<file path="src/rtl/mc_ctrl_pkg.sv">
// mc_ctrl_pkg: shared state, opcode and mux-select encodings for the multicycle controller
package mc_ctrl_pkg;

    typedef enum logic [3:0] {
        S_FETCH    = 4'd0,
        S_DECODE   = 4'd1,
        S_MEMADR   = 4'd2,
        S_MEMREAD  = 4'd3,
        S_MEMWB    = 4'd4,
        S_MEMWRITE = 4'd5,
        S_EXECUTER = 4'd6,
        S_EXECUTEI = 4'd7,
        S_ALUWB    = 4'd8,
        S_BRANCH   = 4'd9
    } state_t;

    localparam logic [1:0] OP_DP  = 2'b00;
    localparam logic [1:0] OP_MEM = 2'b01;
    localparam logic [1:0] OP_BR  = 2'b10;

    localparam logic [1:0] SRCB_WD   = 2'b00;
    localparam logic [1:0] SRCB_IMM  = 2'b01;
    localparam logic [1:0] SRCB_FOUR = 2'b10;

    localparam logic [1:0] RES_ALUOUT = 2'b00;
    localparam logic [1:0] RES_DATA   = 2'b01;
    localparam logic [1:0] RES_ALURES = 2'b10;

endpackage

</file>
<file path="src/rtl/mc_ctrl_outdec.sv">
// mc_ctrl_outdec: combinational decode of controller state into datapath selects and enables
module mc_ctrl_outdec
    import mc_ctrl_pkg::*;
(
    input  logic [3:0] state,
    input  logic [1:0] op,
    output logic       ir_write,
    output logic       adr_src,
    output logic       alu_src_a,
    output logic [1:0] alu_src_b,
    output logic [1:0] result_src,
    output logic       alu_op,
    output logic       next_pc,
    output logic       reg_w,
    output logic       mem_w,
    output logic       branch,
    output logic       illegal_op
);

    // Moore decode; unused and illegal codes leave every output low
    always_comb begin
        ir_write   = 1'b0;
        adr_src    = 1'b0;
        alu_src_a  = 1'b0;
        alu_src_b  = SRCB_WD;
        result_src = RES_ALUOUT;
        alu_op     = 1'b0;
        next_pc    = 1'b0;
        reg_w      = 1'b0;
        mem_w      = 1'b0;
        branch     = 1'b0;
        illegal_op = 1'b0;
        case (state)
            S_FETCH: begin
                ir_write   = 1'b1;
                next_pc    = 1'b1;
                alu_src_a  = 1'b1;
                alu_src_b  = SRCB_FOUR;
                result_src = RES_ALURES;
            end
            S_DECODE: begin
                alu_src_a  = 1'b1;
                alu_src_b  = SRCB_FOUR;
                result_src = RES_ALURES;
                illegal_op = (op == 2'b11);
            end
            S_MEMADR:   alu_src_b = SRCB_IMM;
            S_MEMREAD:  adr_src = 1'b1;
            S_MEMWB: begin
                result_src = RES_DATA;
                reg_w      = 1'b1;
            end
            S_MEMWRITE: begin
                adr_src = 1'b1;
                mem_w   = 1'b1;
            end
            S_EXECUTER: alu_op = 1'b1;
            S_EXECUTEI: begin
                alu_src_b = SRCB_IMM;
                alu_op    = 1'b1;
            end
            S_ALUWB:    reg_w = 1'b1;
            S_BRANCH: begin
                alu_src_b  = SRCB_IMM;
                result_src = RES_ALURES;
                branch     = 1'b1;
            end
            default: ;
        endcase
    end

endmodule

</file>
<file path="src/rtl/multicycle_main_fsm.sv">
// multicycle_main_fsm: state register and next-state logic sequencing each ARM instruction
module multicycle_main_fsm
    import mc_ctrl_pkg::*;
#(
    parameter int STATE_W = 4
) (
    input  logic               clk,
    input  logic               reset,
    input  logic [1:0]         op,
    input  logic [5:0]         funct,
    output logic               ir_write,
    output logic               adr_src,
    output logic               alu_src_a,
    output logic [1:0]         alu_src_b,
    output logic [1:0]         result_src,
    output logic               alu_op,
    output logic               next_pc,
    output logic               reg_w,
    output logic               mem_w,
    output logic               branch,
    output logic               illegal_op,
    output logic [STATE_W-1:0] state
);

    state_t state_q, state_d;
    logic   unused_funct;

    assign unused_funct = ^funct[4:1];
    assign state        = STATE_W'(state_q);

    // State register; reset returns to FETCH even mid-instruction
    always_ff @(posedge clk) begin
        if (reset) state_q <= S_FETCH;
        else       state_q <= state_d;
    end

    // Next state; op/funct only matter in DECODE and MEMADR, unknown codes recover to FETCH
    always_comb begin
        state_d = S_FETCH;
        case (state_q)
            S_FETCH:    state_d = S_DECODE;
            S_DECODE:   state_d = (op == OP_DP)  ? (funct[5] ? S_EXECUTEI : S_EXECUTER) :
                                  (op == OP_MEM) ? S_MEMADR :
                                  (op == OP_BR)  ? S_BRANCH : S_FETCH;
            S_MEMADR:   state_d = funct[0] ? S_MEMREAD : S_MEMWRITE;
            S_MEMREAD:  state_d = S_MEMWB;
            S_EXECUTER: state_d = S_ALUWB;
            S_EXECUTEI: state_d = S_ALUWB;
            default:    state_d = S_FETCH;
        endcase
    end

    mc_ctrl_outdec u_outdec (
        .state      (state_q),
        .op         (op),
        .ir_write   (ir_write),
        .adr_src    (adr_src),
        .alu_src_a  (alu_src_a),
        .alu_src_b  (alu_src_b),
        .result_src (result_src),
        .alu_op     (alu_op),
        .next_pc    (next_pc),
        .reg_w      (reg_w),
        .mem_w      (mem_w),
        .branch     (branch),
        .illegal_op (illegal_op)
    );

endmodule

</file>
<file path="config.mk">
export PLATFORM = sky130hd
export DESIGN_NAME = multicycle_main_fsm
export DESIGN_NICKNAME = d
export VERILOG_FILES = /design/src/rtl/mc_ctrl_pkg.sv /design/src/rtl/mc_ctrl_outdec.sv /design/src/rtl/multicycle_main_fsm.sv
export SDC_FILE = /design/constraint.sdc
export NUM_CORES = 1
export LEC_CHECK = 0
export CORE_AREA = 2 2 39 41
export CTS_BUF_LIST = sky130_fd_sc_hd__clkbuf_8
export CTS_CLUSTER_SIZE = 28
export DETAILED_ROUTE_END_ITERATION = 8
export DIE_AREA = 0 0 41 43
export DONT_BUFFER_PORTS = 1
export HOLD_SLACK_MARGIN = 0.08
export PLACE_DENSITY = 0.48
export REMOVE_ABC_BUFFERS = 1
export SYNTH_ARGS = -nofsm -noshare
export SYNTH_HDL_FRONTEND = slang
export SYNTH_SLANG_ARGS = --single-unit
</file>
<file path="constraint.sdc">
create_clock -name clk -period 1.5 [get_ports clk]
set_clock_uncertainty 0.15 [all_clocks]
set_input_delay 0.375 -clock clk [delete_from_list [all_inputs] [get_ports clk]]
set_output_delay 0.375 -clock clk [all_outputs]
set_load 0.005 [all_outputs]
</file>
==> reports/qor.csv <==
metric,value,unit
intPower,371,µW
cp-end-kind,output port,
finalPower,504,µW
tightest_slew,0.275,ns
maxSlewViolCount,0,
finish.utilization,43.9,%
startpoint_type,flip-flop,
die_w,41,µm
gp_congestion,0.660,
stdcell_count,76,
initial_core_util,24.5,%
diodes,0,
maxCapViolCount,0,
ys_warn_count,0,
netSwitchingPower,134,µW
io_buffers,0,
die_area,1760,µm²
drc,0,
routed_via_density,5.12,
synth_area_leaders,"dfxtp_1, nand2b_1, nor3_1",
cts_buffers,3,
rsz0062_at_grt,true,
netlist_instances,44,
yosysTopAreaCellShare,23.6,%
antenna_found_initial,0,
seqPwrFrac,25.8,%
worst-setup-path-type,reg -> out,
die_h,43,µm
synth_top_cell_by_area,dfxtp_1,
cp.required,0.97,ns
h-tree-depth,1,
postRouteAntennaNets,0,
grt_max_degree,11,
io_pins,27,
rows,14,
core,1380,µm²
grt_pass1_wl,1340,µm
nets,72,
area_growth,79.3,%
first_pass_iters,4,
p_sw_share,26.5,%
hold_path_class,in -> reg,
fillers,140,
peakVddDrop,0.454,mV
grt_pass1_vias,341,
ys_seq_area_share,23.6,%
finalCriticalPeriod,1.66,ns
setup_viol,6,
status,finished with violations,
dpl.cell_count,69,
synth_area,339,µm²
pwr-share-comb,29.9,%
hold_violations,0,
leakage,0.238,nW
drive_gt1_share,58.3,%
gr-total-overflow,0,
track_usage,11.4,%
vias,389,
post-dp-hpwl,713,µm
arrival,1.13,ns
largest_reg_flops,4,
crit_fanout,7,
clock_sinks,4,
cts_tree,done,
clkLatencyLatePin,0.21,ns
violations,negative setup slack,
wire_per_inst,12.7,µm
dpl_cell_area,457,µm²
ys_ff_latch,4,
drt_iter0_drc,6,
clk_pin_slew,0.03,ns
yosysUniqueCellTypes,23,
fmaxAchievable,604,MHz
slew_headroom,81.6,%
wirelength,967,µm
period_share,110,%
clockPowerShare,44.3,%
clockRootBuffer,clkbuf_8,
avgSynthCellArea,7.71,µm²
stdcell_area,608,µm²
setup_ws,-0.157,ns
power.density,830,nW/µm²
cts_buffer_depth,2,
==> stage by stage <==
stage	hold slack [ns]	setup TNS (ns)	worst slack (ns)
2_1_floorplan	0.290	-0.153	-0.0998
3_3_place_gp	0.291	-0.0604	-0.0246
3_5_place_dp	0.293	-0.0165	-0.00851
4_1_cts	0.0802	-0.628	-0.169
5_1_grt	0.213	-1.40	-0.205
6_report	0.205	-0.691	-0.157
==> worst paths after layout <==
check | startpoint | cells past startpoint | endpoint | slack [ns]
worst max register to register | state[3]$_SDFF_PP0_ | 5 | state[3]$_SDFF_PP0_ | 0.09
worst min-delay path | op[1] | 2 | state[3]$_SDFF_PP0_ | 0.21
worst max-delay path | state[3]$_SDFF_PP0_ | 3 | illegal_op | -0.16
worst min register to register | state[2]$_SDFF_PP0_ | 2 | state[1]$_SDFF_PP0_ | 0.40
==> placed cells by master (no fill, tap or decap), drive strengths merged, types with 2 or more instances in the layout <==
master / Yosys / final
buf: 5 / 16
nor2: 6 / 6
nor3: 5 / 5
nand2b: 4 / 4
dfxtp: 4 / 4
clkbuf: 0 / 3
a211oi: 3 / 3
nor4: 2 / 2
dlygate4sd3: 0 / 2
inv: 2 / 2
nand2: 2 / 2
nor4b: 2 / 2
==> repair_timing <==
item | CTS | global route
hold buffers | 1 | 1
gates resized for setup | 16 | 8
pin swaps | 4 | 2
endpoints found under the setup margin | 14 | 13
endpoints found under the hold margin | 3 | 1
setup buffers | 0 | 2
gates cloned | 0 | 0
==> cells by family after synthesis <==
logic type                Yosys count  share of synthesized area, %
DFF                                 4                          23.6
and+or+nand+nor                    23                          40.2
xor gates and xnor gates            1                          2.58
buffers and inverters               7                          11.8
AOI/OAI and AO/OA                   9                          21.8
==> metal layers <==
| metal | routed length [µm] | up-vias | part of all wire, % | track usage (%) |
|---|---|---|---|---|
| met2 | 518 | 16 | 54 | 18.4 |
| met4 | 0 | 0 | 0 | 6.00 |
| met5 | 0 | - | 0 | 0 |
| met1 | 365 | 177 | 38 | 11.4 |
| met3 | 83 | 0 | 8.6 | 5.24 |
| li1 | - | 196 | - | - |
==> cells in the mapped netlist <==
| library cell | n |
|---|---|
| a2111oi_1 | 1 |
| a211oi_1 | 2 |
| a211oi_2 | 1 |
| a21o_1 | 1 |
| a32oi_1 | 1 |
| and3_1 | 1 |
| buf_2 | 2 |
| buf_4 | 3 |
| dfxtp_1 | 4 |
| inv_1 | 1 |
| inv_2 | 1 |
| nand2_1 | 2 |
| nand2b_1 | 4 |
| nand3_1 | 1 |
| nor2_1 | 6 |
| nor3_1 | 5 |
| nor4_1 | 2 |
| nor4b_1 | 1 |
| nor4b_4 | 1 |
| o21ai_1 | 1 |
| o22a_1 | 1 |
| o22ai_1 | 1 |
| xnor2_1 | 1 |
==> power by group through the flow <==
stage | Sequential, mW | Combinational [mW] | Clock (mW)
after floorplan | 0.138 | 0.0558 | 0
after detailed placement | 0.133 | 0.123 | 0
after global placement | 0.133 | 0.122 | 0
after CTS | 0.132 | 0.140 | 0.228
after global routing | 0.132 | 0.169 | 0.239
final | 0.130 | 0.151 | 0.224
==> final cells by class <==
| type | instances | area (µm²) | area share (%) |
|---|---|---|---|
| sequential | 4 | 92.6 | 15.2 |
| timing repair buffer | 18 | 176 | 29.0 |
| inverter | 2 | 7.51 | 1.23 |
| tap | 16 | 20.0 | 3.29 |
| multi-input combinational | 33 | 270 | 44.4 |
| clock buffer | 3 | 41.3 | 6.79 |
==> critical path: stages (launching register included) <==
cell and delay (ns):
dfxtp_2 0.33, buf_12 0.13, nor4b_4 0.25, and3_1 0.20
Power figures use the tool's default switching activity.
